File: src/rtl/aes_block_feeder_if.sv
`default_nettype none
`timescale 1ns/1ps
// ============================================================================
// Module   : aes_block_feeder_if
// Brief    : Word-stream input and AES_top drive/return signals of the feeder.
// Revision : 1.0 - initial release
// ============================================================================
interface aes_block_feeder_if #(
    parameter int WORD_W = 32
);
    logic [WORD_W-1:0]   s_word;
    logic                s_valid;
    logic                s_ready;
    logic [4*WORD_W-1:0] key_in;
    logic                aes_en;
    logic [4*WORD_W-1:0] aes_data;
    logic [4*WORD_W-1:0] aes_key;
    logic                aes_done;

    // master: word source plus AES core; slave: the feeder itself
    modport master (
        output s_word, s_valid, key_in, aes_done,
        input  s_ready, aes_en, aes_data, aes_key
    );

    modport slave (
        input  s_word, s_valid, key_in, aes_done,
        output s_ready, aes_en, aes_data, aes_key
    );
endinterface
`default_nettype wire

File: src/rtl/aes_block_feeder.sv
`default_nettype none
`timescale 1ns/1ps
// ============================================================================
// Module   : aes_block_feeder
// Brief    : Packs four 32-bit words into a 128-bit block and runs it through
//            AES_top with a post-block idle gap and a hung-core timeout.
// Revision : 1.0 - initial release
// ============================================================================
module aes_block_feeder #(
    parameter int WORD_W      = 32,
    parameter int GAP_CYCLES  = 2,
    parameter int TIMEOUT_CYC = 64
) (
    input  wire logic          AES_clk,
    input  wire logic          AES_rst,
    aes_block_feeder_if.slave  bus,
    output logic               busy,
    output logic               timeout_err,
    output logic [15:0]        blk_cnt
);
    localparam int c_BLK_W = 4 * WORD_W;
    localparam int c_RUN_W = $clog2(TIMEOUT_CYC + 1);
    localparam int c_GAP_W = $clog2(GAP_CYCLES + 1);

    localparam logic [c_RUN_W-1:0] c_RUN_LAST = c_RUN_W'(TIMEOUT_CYC - 1);
    localparam logic [c_GAP_W-1:0] c_GAP_LOAD = c_GAP_W'(GAP_CYCLES - 1);

    localparam logic [1:0] S_FILL = 2'd0;
    localparam logic [1:0] S_RUN  = 2'd1;
    localparam logic [1:0] S_GAP  = 2'd2;

    logic [1:0]         r_state;
    logic [1:0]         r_word_cnt;
    logic [c_GAP_W-1:0] r_gap_cnt;
    logic [c_RUN_W-1:0] r_run_cnt;
    logic               r_en;
    logic [c_BLK_W-1:0] r_data;
    logic [c_BLK_W-1:0] r_key;
    logic               r_timeout;
    logic [15:0]        r_blk_cnt;

    logic w_ready;
    logic w_hs;

    assign w_ready = (r_state == S_FILL);
    assign w_hs    = bus.s_valid && w_ready;

    always_ff @(posedge AES_clk) begin
        if (AES_rst) begin
            r_state    <= S_FILL;
            r_word_cnt <= '0;
            r_gap_cnt  <= '0;
            r_run_cnt  <= '0;
            r_en       <= 1'b0;
            r_data     <= '0;
            r_key      <= '0;
            r_timeout  <= 1'b0;
            r_blk_cnt  <= '0;
        end else begin
            case (r_state)
                S_FILL: begin
                    if (w_hs) begin
                        // Oldest word shifts toward the MSBs; the 2-bit count wraps 3->0.
                        r_data     <= {r_data[3*WORD_W-1:0], bus.s_word};
                        r_word_cnt <= r_word_cnt + 2'd1;
                        if (r_word_cnt == 2'd3) begin
                            r_key     <= bus.key_in;
                            r_en      <= 1'b1;
                            r_run_cnt <= '0;
                            r_state   <= S_RUN;
                        end
                    end
                end
                S_RUN: begin
                    r_run_cnt <= r_run_cnt + 1'b1;
                    // Done takes priority over a timeout landing on the same cycle.
                    if (bus.aes_done) begin
                        r_en      <= 1'b0;
                        r_blk_cnt <= r_blk_cnt + 16'd1;
                        r_gap_cnt <= c_GAP_LOAD;
                        r_state   <= S_GAP;
                    end else if (r_run_cnt == c_RUN_LAST) begin
                        r_en      <= 1'b0;
                        r_timeout <= 1'b1;
                        r_gap_cnt <= c_GAP_LOAD;
                        r_state   <= S_GAP;
                    end
                end
                S_GAP: begin
                    if (r_gap_cnt == '0) begin
                        r_state <= S_FILL;
                    end else begin
                        r_gap_cnt <= r_gap_cnt - 1'b1;
                    end
                end
                default: r_state <= S_FILL;
            endcase
        end
    end

    assign bus.s_ready  = w_ready;
    assign bus.aes_en   = r_en;
    assign bus.aes_data = r_data;
    assign bus.aes_key  = r_key;
    assign busy         = (r_state != S_FILL);
    assign timeout_err  = r_timeout;
    assign blk_cnt      = r_blk_cnt;

endmodule
`default_nettype wire

File: src/flat_wrapper.sv
// flat-port wrapper written by rule: the top's interface ports become plain ports
module aes_block_feeder_flat 
#(
    parameter int WORD_W      = 32,
    parameter int GAP_CYCLES  = 2,
    parameter int TIMEOUT_CYC = 64
)
  (AES_clk, AES_rst, busy, timeout_err, blk_cnt, bus_s_word, bus_s_valid, bus_key_in, bus_aes_done, bus_s_ready, bus_aes_en, bus_aes_data, bus_aes_key);
  aes_block_feeder_if #(.WORD_W(WORD_W)) bus_i ();
  input  wire logic AES_clk;
  input  wire logic AES_rst;
  output logic busy;
  output logic timeout_err;
  output logic [15:0] blk_cnt;
  input wire logic [$bits(bus_i.s_word)-1:0] bus_s_word;
  input wire logic [$bits(bus_i.s_valid)-1:0] bus_s_valid;
  input wire logic [$bits(bus_i.key_in)-1:0] bus_key_in;
  input wire logic [$bits(bus_i.aes_done)-1:0] bus_aes_done;
  output wire logic [$bits(bus_i.s_ready)-1:0] bus_s_ready;
  output wire logic [$bits(bus_i.aes_en)-1:0] bus_aes_en;
  output wire logic [$bits(bus_i.aes_data)-1:0] bus_aes_data;
  output wire logic [$bits(bus_i.aes_key)-1:0] bus_aes_key;
  assign bus_i.s_word = bus_s_word;
  assign bus_i.s_valid = bus_s_valid;
  assign bus_i.key_in = bus_key_in;
  assign bus_i.aes_done = bus_aes_done;
  assign bus_s_ready = bus_i.s_ready;
  assign bus_aes_en = bus_i.aes_en;
  assign bus_aes_data = bus_i.aes_data;
  assign bus_aes_key = bus_i.aes_key;
  aes_block_feeder #(.WORD_W(WORD_W), .GAP_CYCLES(GAP_CYCLES), .TIMEOUT_CYC(TIMEOUT_CYC)) u_core (.AES_clk(AES_clk), .AES_rst(AES_rst), .bus(bus_i), .busy(busy), .timeout_err(timeout_err), .blk_cnt(blk_cnt));
endmodule
File: config.mk
export PLATFORM = sky130hd
export DESIGN_NAME = aes_block_feeder_flat
export DESIGN_NICKNAME = d
export VERILOG_FILES = /design/src/rtl/aes_block_feeder_if.sv /design/src/rtl/aes_block_feeder.sv /design/src/flat_wrapper.sv
export SDC_FILE = /design/constraint.sdc
export NUM_CORES = 1
export LEC_CHECK = 0
export ABC_CLOCK_PERIOD_IN_PS = 3200
export CORE_AREA = 2 2 173 175
export DETAILED_ROUTE_END_ITERATION = 8
export DIE_AREA = 0 0 175 177
export PLACE_DENSITY = 0.68
export SETUP_SLACK_MARGIN = 0.3
export SYNTH_ARGS = -nofsm -noshare
export SYNTH_HDL_FRONTEND = slang
export SYNTH_SLANG_ARGS = --single-unit
File: constraint.sdc
create_clock -name AES_clk -period 3.2 [get_ports AES_clk]
set_clock_uncertainty 0.1 [all_clocks]
set_input_delay 0.64 -clock AES_clk [delete_from_list [all_inputs] [get_ports AES_clk]]
set_output_delay 0.64 -clock AES_clk [all_outputs]
set_load 0.05 [all_outputs]
==> results by group, run 1 <==
Clocking
  • Worst skew pair latency: 0.56 ns
  • Worst-path clk slew: 0.06 ns
  • Clock buffer depth: 3
  • CTS Buf Count: 31
  • Clk root buf: clkbuf_16
  • H-tree Lvls: 1
  • CTS Sinks: 287
  • CTS tree: built

Cells and area
  • Area of the multi-input gates: 4000 um^2
  • Register area: 5750 um^2
  • Nets: 1840
  • Layout area overhead: 56.5%
  • Non-filler cells, final: 2084
  • Fill cells: 2684
  • Layout cell share with drive strength beyond 1: 4.25%
  • N_diodes: 0

Routing
  • Routed WL: 32.3 mm
  • Routed vias: 9687
  • Vias per inst: 4.65
  • Wirelength per Cell: 15.5 um
  • DR pass1 iterations: 5
  • Drt first-iter violations: 547
  • Remaining DRCs: 0
  • Routed Antenna Nets: 0

Critical path
  • CP Launch Point: u_core.r_state[1]$_SDFFE_PP0P_
  • Critical Path Max Stage Delay: 0.61 ns
  • Crit path launch type: flip-flop
  • Crit path kind: flip-flop to output pin
  • Cell family with most CP delay: flip-flops
  • Slowest cell on the critical path: dfxtp_1
  • Buf/Inv on CP: 2
  • Crit end category: output pin
  • Worst Path Required: 2.46 ns
  • Cells along the critical path: nor2_2, inv_1, dlygate4sd2_1
  • Crit path capture: busy
  • Worst reg-to-reg setup slack: 1.24 ns
  • Reg-to-reg startpoint: u_core.r_state[1]$_SDFFE_PP0P_
  • R2r endpoint: u_core.bus.aes_key[52]$_SDFFE_PP0P_
  • Maximum fanout along the worst path: 14
  • R2r worst-path depth: 5
  • Critical path depth in cells: 3
  • Worst Path Arrival: 1.94 ns

Logic synthesis
  • Syn Area/Cell: 7.95 um^2
  • Seq/Total Area, Yosys: 56.6%
  • Syn Inst Count: 1277
  • Top-count cell post-synth: nand2_1
  • Synth Flop Type: dfxtp_1
  • Synth Net Count: 1445
  • Post-synth top area share: 56.6%
  • Number of synthesized register bits: 287
  • Yosys top cell by area: dfxtp_1
  • Cell variety after synth: 39
  • Asr flop ratio synth: 0%
  • Synth area leaders: dfxtp_1, nand2_1, a21oi_1
  • YS warnings: 0
  • Top cells by count, synth: nand2_1, dfxtp_1, a21oi_1, clkbuf_1, buf_2
  • Post-synth EDFFs: 0
  • Post-synth design cell area: 10200 um^2

GRT
  • Total gr overflow: 0
  • Initial antenna violation count: 0
  • Global-route wire length before repair: 48.8 mm
  • Vias in the first global route: 9039
  • Largest net degree at the start of global routing: 99
  • GR Util All Layers: 19.4%

STA
  • Slew @ Worst Pin: 0.688 ns
  • Tcrit/Tclk final: 83.6%
  • Fin crit period: 2.68 ns
  • Max frequency: 374 MHz
  • RSZ-0062 raised after global routing: false
  • Final Max Tran Viols: 0
  • Endpoints failing setup: 0
  • Final Hold Vio Count: 0
  • Total negative setup slack: 0 ns
  • Slew HR: 54.2%

Placed design
  • PortBufs: 439
  • GP Congestion: 0.788
  • Post-placement cell count: 2029
  • Hpwl dp: 22.8 mm

Power and ir drop
  • PD cells: 498 nW/um^2
  • Leak: 5.37 nW
  • Worst vdd ir: 0.422 mV

Die
  • Die area: 31000 um^2
  • Core area: 29200 um^2
  • Num rows: 63
  • Starting density of the core: 34.7%
  • I/O Pins: 440
  • Overall die width: 175 um
  • Die Ht: 177 um

Outcome
  • Run status: finished, final reports clean

Min path
  • Hold path depth: 2
  • Type of the worst min-delay path: flip-flop to flip-flop

Job
  • Max-Cap Viols: 0
-- where the power goes --
group	total [mW]	internal, mW	leakage, nW	switching (mW)
combinational	0.788	0.338	2.56	0.450
clock	3.44	2.02	0.489	1.42
sequential	3.69	3.64	2.32	0.0470
total	7.91	6.00	5.37	1.92
-- how the worst min path moves through the flow --
stage	slack, ns	startpoint	end
after floorplan	0.34	u_core.r_word_cnt[1]$_SDFFE_PP0P_	u_core.r_word_cnt[1]$_SDFFE_PP0P_
after global placement	0.34	u_core.bus.aes_key[91]$_SDFFE_PP0P_	u_core.bus.aes_key[91]$_SDFFE_PP0P_
after detailed placement	0.35	u_core.bus.aes_key[8]$_SDFFE_PP0P_	u_core.bus.aes_key[8]$_SDFFE_PP0P_
after CTS	0.35	u_core.bus.aes_key[8]$_SDFFE_PP0P_	u_core.bus.aes_key[8]$_SDFFE_PP0P_
after global routing	0.37	u_core.bus.aes_key[14]$_SDFFE_PP0P_	u_core.bus.aes_key[14]$_SDFFE_PP0P_
final	0.35	u_core.bus.aes_key[8]$_SDFFE_PP0P_	u_core.bus.aes_key[8]$_SDFFE_PP0P_
-- tightest hold or removal path, delay by kind of cell, from the launching register on --
kind	cells	cell delay (ns)
simple gates	1	0.05
compound gates	1	0.05
flops	1	0.31
-- layout by cell type, fill, tap and decap left out, drive strengths merged, types with 5 or more instances in the layout --
master,netlist,layout
clkbuf,55,47
nand2,523,523
clkinv,0,6
or3,5,5
nand4,5,5
a21oi,268,268
xnor2,10,10
buf,39,17
nor2,18,18
inv,5,6
nand3,6,6
o21ai,7,7
clkdlybuf4s50,0,436
dfxtp,287,287
nor3,12,12
-- cell families (layout without fill, tap and decap cells) --
family / count (synthesis) / in the layout / synth area share, %
AOI/OAI and AO/OA: 280 / 280 / 14.0
xor gates and xnor gates: 14 / 14 / 1.21
adders and majority gates: 4 / 4 / 0.493
buffers and inverters: 99 / 516 / 4.32
DFF: 287 / 287 / 56.6
muxes: 2 / 2 / 0.209
and+or+nand+nor: 591 / 591 / 23.2
-- sequential cells by signal, summed over array words and instances, names as in the netlist --
name and flops:
u_core.bus.aes_data 128, u_core.bus.aes_key 128, u_core.blk_cnt 16, u_core.r_run_cnt 7, u_core.r_gap_cnt 2, u_core.r_state 2, u_core.r_word_cnt 2, u_core.bus.aes_en 1
u_core.timeout_err 1
-- routing by layer --
| metal | GRT usage (%) | up-vias | routed length, um |
|---|---|---|---|
| li1 | - | 4931 | - |
| met1 | 22.6 | 4392 | 13000 |
| met2 | 33.7 | 324 | 15600 |
| met3 | 7.47 | 40 | 3070 |
| met4 | 4.48 | 0 | 671 |
| met5 | 0 | - | 0 |
-- final cells by class --
cell class / instances / area share (%)
sequential: 287 / 36.1
timing repair buffer: 456 / 29.2
multi-input combinational: 891 / 25.2
clock buffer: 46 / 5.68
tap: 390 / 3.07
clock inverter: 9 / 0.551
inverter: 5 / 0.118
-- what timing repair did --
item	in CTS	in global routing
endpoints found under the setup margin	2	0
hold buffers	0	0
setup buffers	0	0
gates resized for setup	2	0
-- per-stage QoR --
step,power [mW],utilization (%),cell area [um^2],setup slack [ns],hold slack [ns]
finish,7.91,54.3,15900,0.524,0.351
global route,8.20,54.3,15900,0.435,0.366
CTS,8.02,54.3,15900,0.499,0.354
detailed placement,4.55,51.0,14900,0.689,0.345
global placement,4.55,51.0,14900,0.738,0.340
floorplan,4.15,-,10200,1.20,0.340
No activity file was read; power rests on OpenSTA's default activity.
==> run 2: changes to the inputs <==
ABC_CLOCK_PERIOD_IN_PS = 2200   (was 3200)
CORE_AREA = 2 2 172 174   (was 2 2 173 175)
DIE_AREA = 0 0 174 176   (was 0 0 175 177)
PLACE_DENSITY = 0.72   (was 0.68)
clock period = 2.2 ns   (was 3.2 ns; I/O delays follow)
==> run 2 against run 1 <==
Final cell count up 1.1%. First-iteration DRC count down 22%. Via count up 4.0%. Highest routed layer unchanged. Sequential share of layout area down 0.90 points.
==> results by group, run 2 (same netlist as run 1, synthesis figures left out) <==
Outcome
  • Run status: finished, final reports clean

GRT
  • Global-route wire length before repair: 52.4 mm (+7.5%)
  • Vias in the first global route: 9555 (+5.7%)
  • GR Util All Layers: 21.1% (+1.7 points)
  • Initial antenna violation count: 4 (+4)
  • Largest net degree at the start of global routing: 70 (-29%)
  • Total gr overflow: 0 (unchanged)

Cells and area
  • Fill cells: 2571 (-4.2%)
  • Nets: 1861 (+1.1%)
  • Register area: 5760 um^2 (+0.24%)
  • Core Util, Final: 57.2% (+2.9 points)
  • Most common cell after layout, fill and taps aside: nand2_1
  • Area of the multi-input gates: 4010 um^2 (+0.12%)
  • Layout cell share with drive strength beyond 1: 22.4% (+18 points)
  • Most frequent cells in the layout: nand2_1, dfxtp_1, a21oi_1
  • Layout area overhead: 60.9%

Critical path
  • Slowest cell on the critical path: clkdlybuf4s18_2
  • Crit end category: output pin
  • Reg-to-reg startpoint: u_core.r_state[1]$_SDFFE_PP0P_
  • Crit path launch type: flip-flop
  • Worst Path Arrival: 1.32 ns (-0.62 ns)
  • Cells along the critical path: clkdlybuf4s18_2
  • Buf/Inv on CP: 1 (-1)
  • Worst reg-to-reg setup slack: 0.49 ns (-0.75 ns)
  • Cell family with most CP delay: buffers and inverters
  • Crit path kind: flip-flop to output pin
  • Worst Path Required: 1.66 ns (-0.80 ns)
  • R2r worst-path depth: 7 (+2)
  • Critical Path Max Stage Delay: 0.39 ns (-0.22 ns)
  • R2r endpoint: u_core.bus.aes_key[12]$_SDFFE_PP0P_
  • Maximum fanout along the worst path: 3 (-11)

Power and ir drop
  • Worst vdd ir: 0.534 mV (+27%)
  • PD cells: 739 nW/um^2 (+48%)
  • Leak: 5.73 nW (+6.7%)

Die
  • Starting density of the core: 35.6% (+0.85 points)
  • Core area: 28500 um^2 (-2.4%)
  • Die area: 30600 um^2 (-1.1%)
  • I/O Pins: 440 (unchanged)
  • Die Ht: 176 um (-0.56%)
  • Overall die width: 174 um (-0.57%)
  • Num rows: 62 (-1.6%)

Clocking
  • Worst-path clk slew: 0.06 ns (about the same)
  • Clk root buf: clkbuf_16
  • Clock buffer depth: 3 (unchanged)
  • CTS tree: built
  • Hold buffers post-CTS: 0 (unchanged)
  • CTS Sinks: 287 (unchanged)
  • CTS Buf Count: 31 (unchanged)
  • H-tree Lvls: 1 (unchanged)
  • Worst skew pair latency: 0.55 ns (about the same)

Placed design
  • GP Congestion: 0.799 (+1.4%)
  • Hpwl dp: 24.2 mm (+5.8%)
  • PortBufs: 439 (unchanged)

STA
  • Final Hold Vio Count: 0 (unchanged)
  • Endpoints failing setup: 0 (unchanged)
  • Fin crit period: 1.86 ns
  • Total negative setup slack: 0 ns (unchanged)
  • Tcrit/Tclk final: 84.7%
  • Final Max Tran Viols: 0 (unchanged)
  • RSZ-0062 raised after global routing: false
  • Slew HR: 65.7% (+12 points)
  • Max frequency: 537 MHz
  • Slew @ Worst Pin: 0.514 ns (-0.173 ns)

Min path
  • Hold path depth: 2 (unchanged)
  • Worst hold start: AES_rst
  • Worst Hold End: u_core.bus.aes_data[20]$_SDFFE_PP0P_
  • Type of the worst min-delay path: input pin to flip-flop

Routing
  • DR pass1 iterations: 6 (+1)
  • Routed Antenna Nets: 0 (unchanged)
  • Remaining DRCs: 0 (unchanged)
  • Drt first-iter violations: 429 (-22%)
  • Routed vias: 10100 (+4.0%)
  • Routed WL: 34.0 mm (+5.4%)
  • Wirelength per Cell: 16.2 um (+4.3%)
  • Vias per inst: 4.78 (+2.9%)

Job
  • Max-Cap Viols: 0 (unchanged)
==> run 2: worst max path at each step <==
stage                                                    start  cells after the start                         endpoint  slack, ns
final                     u_core.bus.aes_data[31]$_SDFFE_PP0P_                      1                 bus_aes_data[31]       0.34
after global routing      u_core.bus.aes_data[79]$_SDFFE_PP0P_                      1                 bus_aes_data[79]       0.30
after CTS                       u_core.blk_cnt[7]$_SDFFE_PP0P_                      1                       blk_cnt[7]       0.22
after detailed placement                          bus_aes_done                      5  u_core.blk_cnt[15]$_SDFFE_PP0P_       0.03
after global placement                            bus_aes_done                      5  u_core.blk_cnt[15]$_SDFFE_PP0P_       0.08
after floorplan                 u_core.blk_cnt[5]$_SDFFE_PP0P_                      5  u_core.blk_cnt[15]$_SDFFE_PP0P_       0.30
==> run 2: layer usage <==
layer / part of all wire, % / track usage, % / up-vias
met3: 9.5 / 7.54 / 72
met2: 48 / 35.7 / 376
met4: 3.7 / 9.77 / 0
met1: 38 / 23.9 / 4652
met5: 0 / 0 / -
li1: - / - / 4977
==> run 2: power by group <==
group          leakage (nW)  internal (mW)  switching (mW)
clock                 0.544           3.41            2.16
sequential             2.33           5.29          0.0681
combinational          2.86          0.480           0.672
==> run 2: timing repair <==
action                                  4_1_cts  5_1_grt
buffers inserted                              2        3
endpoints found under the setup margin      256       36
pin swaps                                     1        1
gates resized for setup                     788       53
==> run 2: metrics by stage <==
step	hold WS (ns)	std cells	worst slack (ns)	instance area [um^2]	power, mW
2_1_floorplan	0.340	1277	0.304	10200	6.04
3_3_place_gp	0.341	2039	0.0773	15000	6.64
3_5_place_dp	0.346	2039	0.0333	15000	6.65
4_1_cts	0.295	2098	0.217	16400	12.2
5_1_grt	0.307	2105	0.300	16300	12.5
6_report	0.324	2106	0.336	16300	12.1
==> run 2: layout make-up <==
cell class	instances	share of cell area (%)
repair buffers	477	30.3
inverters	5	0.115
clock buffers	40	5.38
flip-flops and latches	287	35.2
multi-input cells	891	24.5
diodes	5	0.0766
clock inverters	17	1.42
well taps	384	2.94
==> run 3: changes to the inputs <==
ABC_CLOCK_PERIOD_IN_PS = 1600   (was 2200)
clock period = 1.6 ns   (was 2.2 ns; I/O delays follow)
==> run 3 against run 2 <==
The flow now finishes with violations (setup timing). Final area is 40% higher. Final cell count up 7.3%. Routed wire length increased by 61%. Critical endpoint is now u_core.bus.aes_data[78]$_SDFFE_PP0P_. Critical path depth is 8 higher. Clock power increased by 35%. Largest cell class is now buffers.
==> results by group, run 3 (same netlist as run 1, synthesis figures left out) <==
GRT
  • GR Util All Layers: 26.4% (+5.3 points)
  • Initial antenna violation count: 5 (+1)
  • Largest net degree at the start of global routing: 51 (-27%)
  • Global-route wire length before repair: 63.9 mm (+22%)
  • Vias in the first global route: 11500 (+20%)
  • Total gr overflow: 0 (unchanged)

Die
  • Die area: 30600 um^2 (unchanged)
  • Core area: 28500 um^2 (unchanged)
  • Starting density of the core: 35.6% (unchanged)
  • Overall die width: 174 um (unchanged)
  • Die Ht: 176 um (unchanged)
  • I/O Pins: 440 (unchanged)
  • Num rows: 62 (unchanged)

Critical path
  • Worst Path Required: 1.95 ns (+0.29 ns)
  • Worst Path Arrival: 2.25 ns (+0.93 ns)
  • Worst reg-to-reg setup slack: -0.30 ns (-0.79 ns)
  • Crit end category: flip-flop
  • Maximum fanout along the worst path: 16 (+13)
  • Slowest cell on the critical path: dfxtp_4
  • Critical Path Max Stage Delay: 0.36 ns (-0.03 ns)
  • CP Launch Point: u_core.r_state[0]$_SDFFE_PP0P_
  • Crit path launch type: flip-flop
  • Cells along the critical path: nor2_4, buf_6, buf_6, buf_6, and2_4, buf_8, buf_12, nand2_1, a21oi_1
  • Crit path kind: flip-flop to flip-flop
  • Most used cell, CP: buf_6
  • Reg-to-reg startpoint: u_core.r_state[0]$_SDFFE_PP0P_

Power and ir drop
  • Sw power: 4.67 mW (+61%)
  • Leak: 8.88 nW (+55%)
  • PD cells: 773 nW/um^2 (+4.6%)
  • Seq pwr share: 41.9% (-2.5 points)
  • Clk pwr share: 42.7% (-3.4 points)
  • Sw Share: 26.4% (+2.4 points)
  • Worst vdd ir: 0.990 mV (+85%)
  • Comb pwr share: 15.4% (+5.9 points)
  • Int Pwr: 13.0 mW (+41%)

Cells and area
  • Fill cells: 1385 (-46%)
  • Most frequent cells in the layout: nand2_1, buf_12, dfxtp_1
  • Layout area overhead: 125%
  • Most common cell after layout, fill and taps aside: nand2_1
  • Nets: 2016 (+8.3%)
  • Core Util, Final: 79.9% (+23 points)
  • Layout cell share with drive strength beyond 1: 50.0% (+28 points)

Routing
  • Vias per inst: 5.41 (+13%)
  • Remaining DRCs: 0 (unchanged)
  • Drt first-iter violations: 857 (+100%)
  • DR pass1 iterations: 5 (-1)
  • Routed vias: 12200 (+21%)
  • Routed WL: 54.8 mm (+61%)
  • Wirelength per Cell: 24.2 um (+50%)
  • Routed Antenna Nets: 0 (unchanged)

Outcome
  • Failing checks: setup timing
  • Run status: finished with violations

Clocking
  • Hold buffers post-CTS: 0 (unchanged)
  • Clock buffer depth: 3 (unchanged)
  • CTS tree: built
  • Clk root buf: clkbuf_16
  • Worst skew pair latency: 0.56 ns (about the same)
  • Worst-path clk slew: 0.07 ns (about the same)
  • CTS Buf Count: 30 (-3.2%)
  • CTS Sinks: 287 (unchanged)
  • H-tree Lvls: 1 (unchanged)

Min path
  • Type of the worst min-delay path: input pin to flip-flop
  • Worst hold start: AES_rst

Job
  • Max-Cap Viols: 0 (unchanged)

STA
  • Endpoints failing setup: 286 (+286)
  • Final Max Tran Viols: 0 (unchanged)
  • Final WS setup: -0.296 ns (-0.633 ns)
  • Slew @ Worst Pin: 0.471 ns (-0.0436 ns)
  • RSZ-0062 raised after global routing: true
  • Slew HR: 68.6% (+2.9 points)
  • Fin crit period: 1.90 ns
  • Final Hold Vio Count: 0 (unchanged)
  • Max frequency: 527 MHz
  • Tcrit/Tclk final: 119%
  • Hold slack final: 0.0839 ns (-0.240 ns)

Placed design
  • Hpwl dp: 27.0 mm (+12%)
  • GP Congestion: 0.837 (+4.7%)
  • PortBufs: 439 (unchanged)
-- run 3: critical path: cells and delay by family, from the launching register on --
family	cells	cell delay, ns
AO/OA/AOI/OAI	1	0.26
AND/OR/NAND/NOR	3	0.45
flip-flops	1	0.36
buffers and inverters	5	0.60
-- run 3: final timing paths --
check	end	cells past startpoint
max reg2reg	u_core.bus.aes_data[78]$_SDFFE_PP0P_	9
min reg2reg	u_core.r_gap_cnt[0]$_SDFFE_PP0P_	2
max	u_core.bus.aes_data[78]$_SDFFE_PP0P_	9
min	u_core.blk_cnt[0]$_SDFFE_PP0P_	2
-- run 3: final cells by class --
cell class / count / area (um^2) / share of cell area, %
multi-input cells: 893 / 5670 / 24.8
flip-flops and latches: 287 / 6000 / 26.3
clock inverters: 9 / 128 / 0.559
diodes: 5 / 12.5 / 0.0548
well taps: 384 / 480 / 2.11
inverters: 5 / 21.3 / 0.0932
repair buffers: 631 / 9590 / 42.0
clock buffers: 46 / 916 / 4.01
-- run 3: stage by stage --
stage               setup TNS (ns)  instances  power (mW)  setup WS [ns]  cell area, um^2
floorplan                        0       1277        8.31         0.0141            10300
detailed placement          -66.29       2069        9.50         -0.329            18200
global placement            -56.04       2069        9.47         -0.276            18200
global route                -43.61       2260        18.0         -0.320            22800
CTS                          -8.91       2221        16.9         -0.155            20600
finish                      -30.88       2260        17.6         -0.296            22800
-- run 3: repair_timing --
item | in CTS | in global routing
buffers inserted | 90 | 11
pin swaps | 15 | 212
resized for setup | 205 | 413
setup endpoints to repair | 563 | 563
cloned | 7 | 23
-- run 3: power by group through the flow --
stage / clock network [mW] / registers (mW) / logic (mW)
6_report: 7.54 / 7.39 / 2.72
5_1_grt: 7.87 / 7.39 / 2.78
4_1_cts: 7.44 / 7.36 / 2.10
3_5_place_dp: 0 / 7.57 / 1.93
3_3_place_gp: 0 / 7.57 / 1.91
2_1_floorplan: 0 / 7.91 / 0.399
-- run 3: per-layer routing --
metal / GRT usage, % / part of all wire (%)
met1: 27.1 / 33
met2: 48.5 / 52
met3: 7.69 / 8.3
met4: 13.8 / 6.4
met5: 0 / 0
